<file path="src/rtl/riscv_mem_arbiter.sv">
// Shares one single-outstanding memory bus between the core's fetch and data ports.
// Data wins by default; a starvation counter forces fetch grants and a timeout turns a lost ack into an error.
module riscv_mem_arbiter #(
  parameter int unsigned STARVE_LIMIT   = 4,
  parameter int unsigned TIMEOUT_CYCLES = 255
) (
  input  logic        clk_i,
  input  logic        rst_i,
  input  logic        i_rd_i,
  input  logic [31:0] i_pc_i,
  output logic        i_accept_o,
  output logic        i_valid_o,
  output logic [31:0] i_inst_o,
  output logic        i_error_o,
  input  logic        d_rd_i,
  input  logic [3:0]  d_wr_i,
  input  logic [31:0] d_addr_i,
  input  logic [31:0] d_data_wr_i,
  input  logic [10:0] d_req_tag_i,
  output logic        d_accept_o,
  output logic        d_ack_o,
  output logic [31:0] d_data_rd_o,
  output logic        d_error_o,
  output logic [10:0] d_resp_tag_o,
  output logic        mem_req_o,
  input  logic        mem_accept_i,
  output logic [31:0] mem_addr_o,
  output logic [31:0] mem_wdata_o,
  output logic        mem_rd_o,
  output logic [3:0]  mem_wr_o,
  input  logic        mem_ack_i,
  input  logic [31:0] mem_rdata_i,
  input  logic        mem_error_i,
  output logic        busy_o
);
  localparam int unsigned SW = (STARVE_LIMIT < 1) ? 1 : $clog2(STARVE_LIMIT + 1);
  localparam logic [SW-1:0] STARVE_MAX   = SW'(STARVE_LIMIT);
  localparam logic [7:0]    TIMEOUT_LAST = 8'(TIMEOUT_CYCLES - 1);

  typedef enum logic [2:0] {ST_IDLE, ST_I_ADDR, ST_I_WAIT, ST_D_ADDR, ST_D_WAIT} state_t;

  state_t        state_q, state_d;
  logic [SW-1:0] starve_q, starve_d;
  logic [7:0]    timeout_q, timeout_d;
  logic [31:0]   addr_q, addr_d, wdata_q, wdata_d;
  logic [3:0]    wr_q, wr_d;
  logic          rd_q, rd_d;
  logic [10:0]   tag_q, tag_d;
  logic          i_valid_q, i_valid_d, i_err_q, i_err_d;
  logic [31:0]   i_inst_q, i_inst_d;
  logic          d_ack_q, d_ack_d, d_err_q, d_err_d;
  logic [31:0]   d_data_q, d_data_d;
  logic [10:0]   d_tag_q, d_tag_d;
  logic          i_pend, d_pend, grant_i, grant_d;

  // Requesters hold their request until the accept pulse; mem_req_o is held with
  // stable fields until mem_accept_i, and a transfer happens when both are high.
  assign i_pend = i_rd_i;
  assign d_pend = d_rd_i | (|d_wr_i);

  always_comb begin
    grant_i = 1'b0;
    grant_d = 1'b0;
    if (state_q == ST_IDLE && !rst_i) begin
      if (i_pend && (!d_pend || starve_q == STARVE_MAX)) grant_i = 1'b1;
      else if (d_pend)                                   grant_d = 1'b1;
    end
  end

  always_comb begin
    state_d   = state_q;
    starve_d  = starve_q;
    timeout_d = timeout_q;
    addr_d    = addr_q;
    wdata_d   = wdata_q;
    wr_d      = wr_q;
    rd_d      = rd_q;
    tag_d     = tag_q;
    i_valid_d = 1'b0;
    i_err_d   = 1'b0;
    i_inst_d  = i_inst_q;
    d_ack_d   = 1'b0;
    d_err_d   = 1'b0;
    d_data_d  = d_data_q;
    d_tag_d   = d_tag_q;
    case (state_q)
      ST_IDLE: begin
        if (grant_i) begin
          state_d  = ST_I_ADDR;
          addr_d   = i_pc_i;
          wdata_d  = 32'h0;
          rd_d     = 1'b1;
          wr_d     = 4'h0;
          starve_d = '0;
        end else if (grant_d) begin
          state_d = ST_D_ADDR;
          addr_d  = d_addr_i;
          wdata_d = d_data_wr_i;
          rd_d    = d_rd_i;
          wr_d    = d_wr_i;
          tag_d   = d_req_tag_i;
          if (i_pend && starve_q != STARVE_MAX) starve_d = starve_q + 1'b1;
        end
      end
      ST_I_ADDR, ST_D_ADDR: begin
        if (mem_accept_i) begin
          state_d   = (state_q == ST_I_ADDR) ? ST_I_WAIT : ST_D_WAIT;
          timeout_d = 8'h0;
        end
      end
      ST_I_WAIT, ST_D_WAIT: begin
        if (!mem_ack_i) timeout_d = timeout_q + 8'd1;
        // An ack arriving in the timeout cycle still completes normally.
        if (mem_ack_i || timeout_q == TIMEOUT_LAST) begin
          state_d = ST_IDLE;
          if (state_q == ST_D_WAIT) begin
            d_ack_d  = 1'b1;
            d_err_d  = mem_ack_i ? mem_error_i : 1'b1;
            d_data_d = mem_ack_i ? mem_rdata_i : 32'h0;
            d_tag_d  = tag_q;
          end else begin
            i_valid_d = 1'b1;
            i_err_d   = mem_ack_i ? mem_error_i : 1'b1;
            i_inst_d  = mem_ack_i ? mem_rdata_i : 32'h0;
          end
        end
      end
      default: state_d = ST_IDLE;
    endcase
  end

  always_ff @(posedge clk_i or posedge rst_i) begin
    if (rst_i) begin
      state_q   <= ST_IDLE;
      starve_q  <= '0;
      timeout_q <= 8'h0;
      addr_q    <= 32'h0;
      wdata_q   <= 32'h0;
      wr_q      <= 4'h0;
      rd_q      <= 1'b0;
      tag_q     <= 11'h0;
      i_valid_q <= 1'b0;
      i_err_q   <= 1'b0;
      i_inst_q  <= 32'h0;
      d_ack_q   <= 1'b0;
      d_err_q   <= 1'b0;
      d_data_q  <= 32'h0;
      d_tag_q   <= 11'h0;
    end else begin
      state_q   <= state_d;
      starve_q  <= starve_d;
      timeout_q <= timeout_d;
      addr_q    <= addr_d;
      wdata_q   <= wdata_d;
      wr_q      <= wr_d;
      rd_q      <= rd_d;
      tag_q     <= tag_d;
      i_valid_q <= i_valid_d;
      i_err_q   <= i_err_d;
      i_inst_q  <= i_inst_d;
      d_ack_q   <= d_ack_d;
      d_err_q   <= d_err_d;
      d_data_q  <= d_data_d;
      d_tag_q   <= d_tag_d;
    end
  end

  assign i_accept_o   = grant_i;
  assign d_accept_o   = grant_d;
  assign i_valid_o    = i_valid_q;
  assign i_inst_o     = i_inst_q;
  assign i_error_o    = i_err_q;
  assign d_ack_o      = d_ack_q;
  assign d_data_rd_o  = d_data_q;
  assign d_error_o    = d_err_q;
  assign d_resp_tag_o = d_tag_q;
  assign mem_req_o    = (state_q == ST_I_ADDR) || (state_q == ST_D_ADDR);
  assign mem_addr_o   = addr_q;
  assign mem_wdata_o  = wdata_q;
  assign mem_rd_o     = mem_req_o & rd_q;
  assign mem_wr_o     = mem_req_o ? wr_q : 4'h0;
  assign busy_o       = (state_q != ST_IDLE);
endmodule

</file>
<file path="config.mk">
export PLATFORM = sky130hd
export DESIGN_NAME = riscv_mem_arbiter
export DESIGN_NICKNAME = d
export VERILOG_FILES = /design/src/rtl/riscv_mem_arbiter.sv
export SDC_FILE = /design/constraint.sdc
export NUM_CORES = 1
export LEC_CHECK = 0
export CAP_MARGIN = 40
export CELL_PAD_IN_SITES_DETAIL_PLACEMENT = 1
export CELL_PAD_IN_SITES_GLOBAL_PLACEMENT = 1
export CORE_MARGIN = 10
export CORE_UTILIZATION = 35
export DETAILED_ROUTE_END_ITERATION = 8
export GPL_TIMING_DRIVEN = 0
export HOLD_SLACK_MARGIN = 0.1
export PLACE_DENSITY = 0.89
export SLEW_MARGIN = 20
export SYNTH_ARGS = -nofsm -noshare
export SYNTH_HDL_FRONTEND = slang
export SYNTH_SLANG_ARGS = --single-unit
</file>
<file path="constraint.sdc">
create_clock -name clk_i -period 14.95 [get_ports clk_i]
set_input_delay 2.99 -clock clk_i [delete_from_list [all_inputs] [get_ports clk_i]]
set_output_delay 2.99 -clock clk_i [all_outputs]
set_load 0.005 [all_outputs]
</file>
==> results of run 1 <==
==> worst min path at each step <==
stage,to,slack [ns],depth (start not counted),start
floorplan,timeout_q[5]$_DFFE_PP0P_,0.45,1,timeout_q[5]$_DFFE_PP0P_
global placement,tag_q[4]$_DFFE_PP0P_,0.46,1,tag_q[4]$_DFFE_PP0P_
detailed placement,d_resp_tag_o[4]$_DFFE_PP0P_,0.47,1,tag_q[4]$_DFFE_PP0P_
CTS,tag_q[4]$_DFFE_PP0P_,0.49,1,tag_q[4]$_DFFE_PP0P_
global route,d_resp_tag_o[4]$_DFFE_PP0P_,0.51,1,tag_q[4]$_DFFE_PP0P_
finish,tag_q[4]$_DFFE_PP0P_,0.48,1,tag_q[4]$_DFFE_PP0P_
==> critical path: stages <==
cell	delay, ns
clkdlybuf4s50_1	0.42
or3_4	0.43
o21ai_0	0.33
nand3_1	0.17
inv_2	0.22
buf_2	0.28
clkdlybuf4s50_1	0.55
==> per-layer routing <==
layer,up-vias,GRT usage [%],share of wire (%)
li1,2577,-,-
met1,2938,21.1,39
met2,261,32.9,49
met3,20,9.43,11
met4,0,5.17,1.3
met5,-,0,0
==> metrics by stage <==
step / hold WS, ns / utilization (%)
3_3_place_gp: 0.462 / 52.7
2_1_floorplan: 0.447 / -
3_5_place_dp: 0.467 / 53.0
5_1_grt: 0.510 / 56.1
6_report: 0.484 / 56.1
4_1_cts: 0.485 / 56.1
==> flip-flops by register name (all words and copies together), names as in the netlist, 4 cells and up <==
name / count
i_inst_o: 32
d_data_rd_o: 32
mem_addr_o: 32
wr_q: 4
d_resp_tag_o: 11
mem_wdata_o: 32
tag_q: 11
timeout_q: 8
==> placed cells by master, fill, tap and decap left out, types with 3 or more instances in the layout <==
cell type          n
o21ai_0            6
clkinv_8           3
dfrtp_1          173
xor2_1             5
buf_4              8
a22oi_1            4
o31ai_1            3
a22o_1            64
clkinvlp_4         3
mux2_1             8
mux2i_1           32
a221o_1           33
buf_2             17
a21oi_1            4
mux2_2            14
nand2_1           10
inv_8              8
nor2_1            47
inv_1              8
ha_1               4
clkdlybuf4s50_1  300
nand3_1            7
and2_1            10
clkbuf_16         17
and2_0            29
clkbuf_1          14
==> cells in the mapped netlist (2+ instances only) <==
| master | instances | area share [%] |
|---|---|---|
| o31ai_1 | 3 | 0.32 |
| and3_1 | 2 | 0.18 |
| buf_2 | 17 | 1.2 |
| dfrtp_1 | 173 | 62 |
| mux2_1 | 8 | 1.3 |
| a22o_1 | 64 | 8.1 |
| a221o_1 | 33 | 4.7 |
| and4_1 | 2 | 0.25 |
| inv_1 | 9 | 0.49 |
| nor3_1 | 2 | 0.14 |
| o21ai_0 | 6 | 0.43 |
| a22oi_1 | 4 | 0.43 |
| nor2_1 | 47 | 2.5 |
| ha_1 | 4 | 0.72 |
| xor2_1 | 5 | 0.63 |
| and2_0 | 29 | 2.6 |
| buf_4 | 8 | 0.86 |
| o211ai_1 | 2 | 0.22 |
| mux2i_1 | 32 | 4.6 |
| mux2_2 | 14 | 2.3 |
| clkbuf_1 | 14 | 0.76 |
| and2_1 | 10 | 0.90 |
| a21oi_1 | 4 | 0.29 |
| nand4_1 | 2 | 0.18 |
| nand3_1 | 7 | 0.50 |
| nand2_1 | 10 | 0.54 |
==> cell families (layout without fill, tap and decap cells) <==
group | Yosys count | after routing | share of synthesized area [%]
adders and majority gates | 4 | 4 | 0.719
other | 0 | 1 | 0
DFF | 173 | 173 | 62.2
muxes | 54 | 54 | 8.16
buffers and inverters | 50 | 384 | 3.54
AOI/OAI and AO/OA | 126 | 126 | 16.3
xor gates and xnor gates | 5 | 5 | 0.629
and+or+nand+nor | 116 | 116 | 8.45
==> layout make-up <==
type                    instances  area, µm²  area share (%)
diodes                          1       2.50          0.0229
plain buffers                  40        209            1.91
clock buffers                  17        425            3.88
clock inverters                15        168            1.53
inverters                      10       45.0           0.411
multi-input cells             305       2380            21.8
flip-flops and latches        173       4330            39.5
well taps                     265        332            3.03
repair buffers                302       3060            27.9
==> power by group through the flow <==
stage / logic [mW] / clock network [mW] / registers [mW]
6_report: 0.927 / 0.442 / 0.808
5_1_grt: 1.01 / 0.475 / 0.836
4_1_cts: 0.947 / 0.453 / 0.809
3_5_place_dp: 0.941 / 0 / 0.815
3_3_place_gp: 0.901 / 0 / 0.800
2_1_floorplan: 0.361 / 0 / 0.806
==> summary.md, run 1 <==
| Metric | Value |
|---|---|
| Sw Ratio | 32.2% |
| Clk slew on worst S/H paths | 0.08 ns |
| Sequential area share after synthesis | 62.2% |
| Syn_area_per_cell | roughly 13 µm² |
| Power density over the cells | between 150 and 200 nW/µm² |
| Library cells used by synthesis | 43 |
| R2r endpoint | mem_addr_o[4]$_DFFE_PP0P_ |
| Reg power frac | 37.1% |
| Pre-antenna DRT Iters | 4 |
| Crit start category | primary input |
| Overflow after GRT | 0 |
| CTS Sinks | 173 |
| Std cell rows | 51 |
| Total power | 2.18 mW |
| Unrepaired setup endpoints after global routing | false |
| CTS root buffer | clkbuf_16 |
| Die Span Y | 161 µm |
| EDFF count, synth | 0 |
| Hold Vio Cnt, Final | 0 |
| Setup crit start | d_wr_i[0] |
| Initial DRC Count | 253 |
| WP data arrival | 5.40 ns |
| Register-to-register path setup slack | ~13 ns |
| Maximum clock insertion buffer count | 2 |
| Worst slew pin tran | 0.637 ns |
| First-pass GRT wire length | around 39 mm |
| Peak VDD IR | approximately 0.086 mV |
| Placed Area | roughly 10000 µm² |
| IO Port Bufs | 300 |
| Die W | around 160 µm |
| Placed Instances | 1095 |
| Number of antenna-violating nets in the routed design | 0 |
| CP max FO | 10 |
| Vias in the first global route | 6518 |
| DR vias | 5796 |
| DR vias/cell | 5.14 |
| Htree depth | 4 |
| CTS resizes | 0 |
| CP required | 11.96 ns |
| Pleak | 4.87 nW |
| Critical path type | in -> out |
| Logic pwr share | 42.6% |
| Total Neg Setup Slack | 0 ns |
| Filler instances | 1987 |
| CP Capture Type | primary output |
| Layout Cells excl Fill | 1128 |
| Final GP Congestion | just under 0.8 |
| Num CTS Buffers | 17 |
| Post-Syn Nets | 682 |
| Worst-Skew Late Latency | 0.43 ns |
| I/O pin cnt | 302 |
| Pint | 1.48 mW |
| Flops & latches, synth | 173 |
| Post-DP HPWL | 19.9 mm |
| Max_slew headroom | 57.6% |
| Starting Density | a little over a third |
| TritonCTS clock tree | yes |
| Setup slack at placement | roughly 6.5 ns |
| RR Startpoint | state_q[0]$_DFFE_PP0P_ |
| Hold bufs inserted after CTS | 0 |
| Clk pwr share | around 20% |
| Core area | 19500 µm² |
| Max Slew Vio Count | 0 |
| Async S/R FF share, synth | between 90% and 100% |
| Final worst setup slack | 6.56 ns |
| Fin crit share | between 50% and 60% |
| Setup violations, final | 0 |
| Die ar. | 25900 µm² |
| Largest net degree at the start of global routing | 62 |
| Residual DRC | 0 |
| Mapped Area | 6960 µm² |
| Clock skew | 0.0128 ns |
| Yosys Warn Count | 0 |
| Worst R2R Path Depth | 7 |
| Layout Nets | about 1k |
| Commonest register cell after synthesis | dfrtp_1 |
| GR Util All Layers | ~19% |
| Maxcap violations | 0 |
| WL per Instance | between 20 and 25 µm |
| Fin area | roughly 11000 µm² |
| Routed wire length | 25.4 mm |
| Min-delay worst type | reg -> reg |
| Status | finished, final reports clean |
| Sw Pwr | 0.701 mW |
| # Post-CTS Setup Buffers | 0 |
| Ratio of cells with drive above 1 in the final layout | 9.63% |
| Area delta synth->final | 57.4% |
| Post-layout min period | 8.39 ns |
| F_max | 119 MHz |
| Post-Synthesis Cells | 528 |
| Crit path to | i_accept_o |
| Initial antenna violation count | 1 |
No activity file was read; power rests on OpenSTA's default activity.
==> inputs of run 2 (changes only) <==
Settings changed: CORE_UTILIZATION 35 to 29, PLACE_DENSITY 0.89 to 0.8.
Clock period 14.95 ns to 6.9 ns, I/O delays scaled along.
==> run 2 against run 1 <==
Compared with the run above: sequential power rose by 120%; combinational power up 120%; clock skew shrank 0.0032 ns; power increased by 120%; final area rose by 1.0%; non-clock buffer count unchanged; highest routed layer is now met5; clock power grew 140%; worst hold slack better by 0.0047 ns; first-iteration DRC count up 9.9%; critical path depth unchanged; core utilization is 9.1 points lower; global-route usage decreased by 3.2 points; critical path type unchanged.
==> summary.md, run 2 (synthesized netlist as in run 1, its figures left out) <==
| Metric | Value |
|---|---|
| Num CTS Buffers | 17 (unchanged) |
| Fin area | 11100 µm² (+1.0%) |
| Initial DRC Count | 278 (+9.9%) |
| First-pass GRT wire length | 38.9 mm (-1.3%) |
| Die Span Y | 175 µm (+8.6%) |
| Post-layout min period | 5.21 ns |
| WP data arrival | 3.83 ns (-1.57 ns) |
| Reg power frac | 36.5% (-0.6 points) |
| N_diodes | 0 (-1) |
| CTS root buffer | clkbuf_16 |
| Pleak | 4.90 nW (+0.57%) |
| Setup violations, final | 0 (unchanged) |
| Fin crit share | 75.5% |
| GR peak layer | met2 |
| CP required | 5.52 ns (-6.44 ns) |
| Status | finished, final reports clean |
| Pint | 3.28 mW (+120%) |
| Core area | 23500 µm² (+21%) |
| Worst R2R Path Depth | 6 (-1) |
| Unrepaired setup endpoints after global routing | false |
| Crit start category | primary input |
| CTS resizes | 0 (unchanged) |
| Die W | 175 µm (+8.6%) |
| Sw Ratio | 31.5% (-0.70 points) |
| Starting Density | 29.6% (-6.1 points) |
| TritonCTS clock tree | yes |
| Logic pwr share | 41.7% (-0.9 points) |
| Std cell rows | 56 (+9.8%) |
| Routed wire length | 24.9 mm (-1.8%) |
| Setup slack at placement | 1.67 ns (-4.84 ns) |
| Peak VDD IR | 0.181 mV (+110%) |
| Met1 Track Usage GR | 18.6% (-2.5 points) |
| Final worst setup slack | 1.69 ns (-4.88 ns) |
| CTS Sinks | 173 (unchanged) |
| Number of antenna-violating nets in the routed design | 0 (unchanged) |
| Clk slew on worst S/H paths | 0.07 ns (about the same) |
| Max_slew headroom | 62.9% (+5.3 points) |
| Total Neg Setup Slack | 0 ns (unchanged) |
| Ratio of cells with drive above 1 in the final layout | 9.63% (unchanged) |
| CP Capture Type | primary output |
| Setup crit start | d_wr_i[0] |
| Critical path type | in -> out |
| Power density over the cells | 433 nW/µm² (+120%) |
| Worst hold slack | 0.489 ns (+0.00472 ns) |
| Total power | 4.79 mW (+120%) |
| Maximum clock insertion buffer count | 2 (unchanged) |
| Hold bufs inserted after CTS | 0 (unchanged) |
| Hold Vio Cnt, Final | 0 (unchanged) |
| Hold wc startpoint | timeout_q[5]$_DFFE_PP0P_ |
| IO Port Bufs | 300 (unchanged) |
| Max Slew Vio Count | 0 (unchanged) |
| Met3 Usage GRT | 8.58% (-0.85 points) |
| Final GP Congestion | 0.777 (-2.1%) |
| WL per Instance | 21.1 µm (-6.2%) |
| DR vias/cell | 4.79 (-6.7%) |
| Maxcap violations | 0 (unchanged) |
| Initial antenna violation count | 2 (+1) |
| Worst slew pin tran | 0.557 ns (-0.0795 ns) |
| Vias in the first global route | 6304 (-3.3%) |
| Clk pwr share | 21.8% (+1.5 points) |
| CP max FO | 10 (unchanged) |
| Commonest non-fill, non-tap cell in the layout | clkdlybuf4s50_1 |
| Sw Pwr | 1.51 mW (+110%) |
| DR vias | 5659 (-2.4%) |
| Hold Path Stages | 1 (unchanged) |
| Placed Area | 10400 µm² (+0.65%) |
| Area delta synth->final | 59.0% |
| Layout Nets | 1003 (unchanged) |
| I/O pin cnt | 302 (unchanged) |
| Worst-Skew Late Latency | 0.42 ns (about the same) |
| Die ar. | 30600 µm² (+18%) |
| GR Util All Layers | 16.2% (-3.2 points) |
| F_max | 192 MHz |
| Htree depth | 4 (unchanged) |
| Post-DP HPWL | 19.3 mm (-3.0%) |
| Residual DRC | 0 (unchanged) |
| Largest net degree at the start of global routing | 74 (+19%) |
| Pre-antenna DRT Iters | 4 (unchanged) |
| Min-delay worst type | reg -> reg |
| Overflow after GRT | 0 (unchanged) |
| # Post-CTS Setup Buffers | 0 (unchanged) |
| RR Startpoint | state_q[1]$_DFFE_PP0P_ |
| Clock skew | 0.00960 ns (-0.00317 ns) |
| Most frequent cells in the layout | 300 x clkdlybuf4s50_1, 173 x dfrtp_1, 64 x a22o_1, 47 x nor2_1, 33 x a221o_1 |
| M2 GR Usage | 25.9% (-7.0 points) |
run 2: cell count changes in the layout (fill, tap and decap cells not counted), sizes merged:
cell and change:
clkinvlp -2, diode -1, bufinv +2, clkbuf +1
clkinv -1
run 2: layout make-up:
cell class | instances | area (µm²)
Buffer | 40 | 209
Clock buffer | 18 | 439
Clock inverter | 14 | 199
Fill cell | 2516 | 12500
Inverter | 10 | 45.0
Multi-Input combinational cell | 305 | 2380
Sequential cell | 173 | 4330
Tap cell | 319 | 399
Timing Repair Buffer | 302 | 3060
run 2: worst paths after layout:
check | to | slack [ns]
max | i_accept_o | 1.69
min | timeout_q[5]$_DFFE_PP0P_ | 0.49
max reg2reg | tag_q[3]$_DFFE_PP0P_ | 4.70
min reg2reg | timeout_q[5]$_DFFE_PP0P_ | 0.49
max in group asynchronous | tag_q[9]$_DFFE_PP0P_ | 4.53
min in group asynchronous | timeout_q[2]$_DFFE_PP0P_ | 1.36
run 2: power by group through the flow:
stage / Combinational [mW] / Sequential, mW / Clock (mW)
after floorplan: 0.782 / 1.75 / 0
after global placement: 1.97 / 1.74 / 0
after global routing: 2.18 / 1.81 / 1.12
final: 2.00 / 1.75 / 1.04
after CTS: 2.04 / 1.75 / 1.07
after detailed placement: 2.03 / 1.76 / 0
run 2: per-stage QoR:
stage | std cells | util, %
2_1_floorplan | 528 | -
3_3_place_gp | 1147 | 44.0
3_5_place_dp | 1149 | 44.3
4_1_cts | 1181 | 47.0
5_1_grt | 1181 | 47.0
6_report | 1181 | 47.0
run 2: per-layer routing:
layer / part of all wire (%) / vias up
li1: - / 2564
met1: 41 / 2839
met2: 46 / 236
met3: 11 / 18
met4: 1.1 / 2
met5: 0.052 / -
run 2: worst max-delay path: stages:
cell and delay [ns]:
clkdlybuf4s50_1 0.43, or3_4 0.43, o21ai_0 0.32, nand3_1 0.18, inv_2 0.24, buf_2 0.29
clkdlybuf4s50_1 0.55
==> inputs of run 3 (changes only) <==
Clock period 6.9 ns to 4.7 ns, I/O delays scaled along.
==> run 3 against run 2 <==
Compared with the run above: highest routed layer unchanged; final cell count up 0.51%; clock skew up 0.0036 ns; largest power group unchanged; clock-buffer cell count down 1; global-route usage up 0.078 points; worst hold slack worse by 0.0053 ns.
==> summary.md, run 3 (synthesized netlist as in run 1, its figures left out) <==
| Metric | Value |
|---|---|
| Setup slack at placement | 0.427 ns (-1.24 ns) |
| Maximum clock insertion buffer count | 2 (unchanged) |
| Core area | 23500 µm² (unchanged) |
| Area delta synth->final | 59.9% |
| Critical Path Max Stage Delay | 0.54 ns (about the same) |
| Crit start category | primary input |
| CTS root buffer | clkbuf_16 |
| TritonCTS clock tree | yes |
| Peak VDD IR | 0.232 mV (+28%) |
| IO Port Bufs | 300 (unchanged) |
| F_max | 236 MHz |
| Power density over the cells | 629 nW/µm² (+45%) |
| Clock skew | 0.0132 ns (+0.00358 ns) |
| First-pass GRT wire length | 39.2 mm (+0.59%) |
| Placed Instances | 1153 (+0.35%) |
| Worst slew pin tran | 0.654 ns (+0.0966 ns) |
| CTS resizes | 0 (unchanged) |
| Die ar. | 30600 µm² (unchanged) |
| Total Neg Setup Slack | 0 ns (unchanged) |
| Num CTS Buffers | 17 (unchanged) |
| I/O pin cnt | 302 (unchanged) |
| Initial DRC Count | 247 (-11%) |
| Min-delay worst type | reg -> reg |
| Total power | 7.00 mW (+46%) |
| R2r endpoint | tag_q[2]$_DFFE_PP0P_ |
| Critical Path, Cell by Cell | clkdlybuf4s50_1 -> or3_4 -> o21ai_0 -> nand3_1 -> inv_2 -> buf_2 -> clkdlybuf4s50_1 |
| Crit-path slowest cell | clkdlybuf4s50_1 |
| Number of antenna-violating nets in the routed design | 0 (unchanged) |
| Setup violations, final | 0 (unchanged) |
| Commonest non-fill, non-tap cell in the layout | clkdlybuf4s50_1 |
| CP Capture Type | primary output |
| Max_slew headroom | 56.3% (-6.5 points) |
| Most frequent cells in the layout | 300 x clkdlybuf4s50_1, 173 x dfrtp_1, 64 x a22o_1, 47 x nor2_1, 33 x a221o_1 |
| Ratio of cells with drive above 1 in the final layout | 10.0% (+0.42 points) |
| WL per Instance | 21.2 µm (+0.59%) |
| DR vias | 5739 (+1.4%) |
| Max Slew Vio Count | 0 (unchanged) |
| Hold bufs inserted after CTS | 0 (unchanged) |
| Final worst setup slack | 0.461 ns (-1.23 ns) |
| Post-DP HPWL | 19.7 mm (+2.0%) |
| Clk slew on worst S/H paths | 0.07 ns (about the same) |
| CP most frequent cell | clkdlybuf4s50_1 |
| Htree depth | 4 (unchanged) |
| Worst-Skew Late Latency | 0.43 ns (about the same) |
| Pre-antenna DRT Iters | 4 (unchanged) |
| Layout Nets | 1007 (+0.40%) |
| Layout Cells excl Fill | 1187 (+0.51%) |
| Post-layout min period | 4.24 ns |
| Maxcap violations | 0 (unchanged) |
| Unrepaired setup endpoints after global routing | false |
| Die Span Y | 175 µm (unchanged) |
| Register-to-register path setup slack | 2.53 ns (-2.17 ns) |
| # Post-CTS Setup Buffers | 0 (unchanged) |
| Starting Density | 29.6% (unchanged) |
| Die W | 175 µm (unchanged) |
| DR vias/cell | 4.83 (+0.90%) |
| Overflow after GRT | 0 (unchanged) |
| Largest net degree at the start of global routing | 32 (-57%) |
| Hold Path Stages | 1 (unchanged) |
| Worst Hold Endpoint | d_resp_tag_o[4]$_DFFE_PP0P_ |
| CTS Sinks | 173 (unchanged) |
| Hold Vio Cnt, Final | 0 (unchanged) |
| Residual DRC | 0 (unchanged) |
| Routed wire length | 25.2 mm (+1.1%) |
| Fin crit share | 90.2% |
| GR Util All Layers | 16.2% (+0.078 points) |
| Status | finished, final reports clean |
| Hold wc startpoint | tag_q[4]$_DFFE_PP0P_ |
| Std cell rows | 56 (unchanged) |
| CP max FO | 10 (unchanged) |
| Critical path type | in -> out |
| Final GP Congestion | 0.779 (+0.28%) |
| Pleak | 4.92 nW (+0.42%) |
| Initial antenna violation count | 4 (+2) |
| Worst R2R Path Depth | 6 (unchanged) |
| Filler instances | 2484 (-1.3%) |
| CP required | 3.76 ns (-1.76 ns) |
| Vias in the first global route | 6499 (+3.1%) |
| RR Startpoint | state_q[1]$_DFFE_PP0P_ |
| WP data arrival | 3.30 ns (-0.53 ns) |
## run 3: worst max path at each step
stage | to | cells past startpoint | slack (ns) | startpoint
finish | i_accept_o | 7 | 0.46 | d_wr_i[0]
detailed placement | i_accept_o | 7 | 0.43 | d_wr_i[0]
CTS | i_accept_o | 7 | 0.42 | d_wr_i[0]
global route | i_accept_o | 7 | 0.28 | d_wr_i[0]
global placement | state_q[1]$_DFFE_PP0P_ | 5 | -1.29 | rst_i
floorplan | state_q[1]$_DFFE_PP0P_ | 4 | 0.63 | rst_i
## run 3: layout make-up
| class | count | area [µm²] | share of cell area (%) |
|---|---|---|---|
| buffer | 40 | 209 | 1.88 |
| tap | 319 | 399 | 3.59 |
| antenna | 2 | 5.00 | 0.0450 |
| multi-input combinational | 305 | 2380 | 21.4 |
| clock buffer | 17 | 425 | 3.82 |
| clock inverter | 15 | 196 | 1.77 |
| inverter | 10 | 41.3 | 0.371 |
| sequential | 173 | 4330 | 38.9 |
| timing repair buffer | 306 | 3140 | 28.2 |
## run 3: worst max-delay path: cells and delay by family
kind | cells | cell delay, ns
compound gates | 1 | 0.31
buf+inv | 4 | 1.44
simple gates | 2 | 0.60
## run 3: through the flow
step                      util, %  hold slack, ns  instance area, µm²
after detailed placement     44.6           0.469               10500
final                        47.3           0.484               11100
after floorplan                 -           0.447                6960
after global placement       44.0           0.461               10400
after CTS                    47.2           0.487               11100
after global routing         47.2           0.518               11100
## run 3: per-layer routing
layer / GRT usage (%) / vias to the layer above / part of all wire (%)
li1: - / 2573 / -
met1: 19.4 / 2868 / 42
met2: 25.8 / 271 / 46
met3: 7.93 / 23 / 11
met4: 3.89 / 4 / 1.3
met5: 0 / - / 0.11
## run 3: power by group
group	internal, mW	leakage (nW)	switching, mW	total [mW]
sequential	2.17	2.17	0.406	2.58
clock	0.773	0.298	0.721	1.49
combinational	1.81	2.45	1.11	2.93
total	4.76	4.92	2.24	7.00
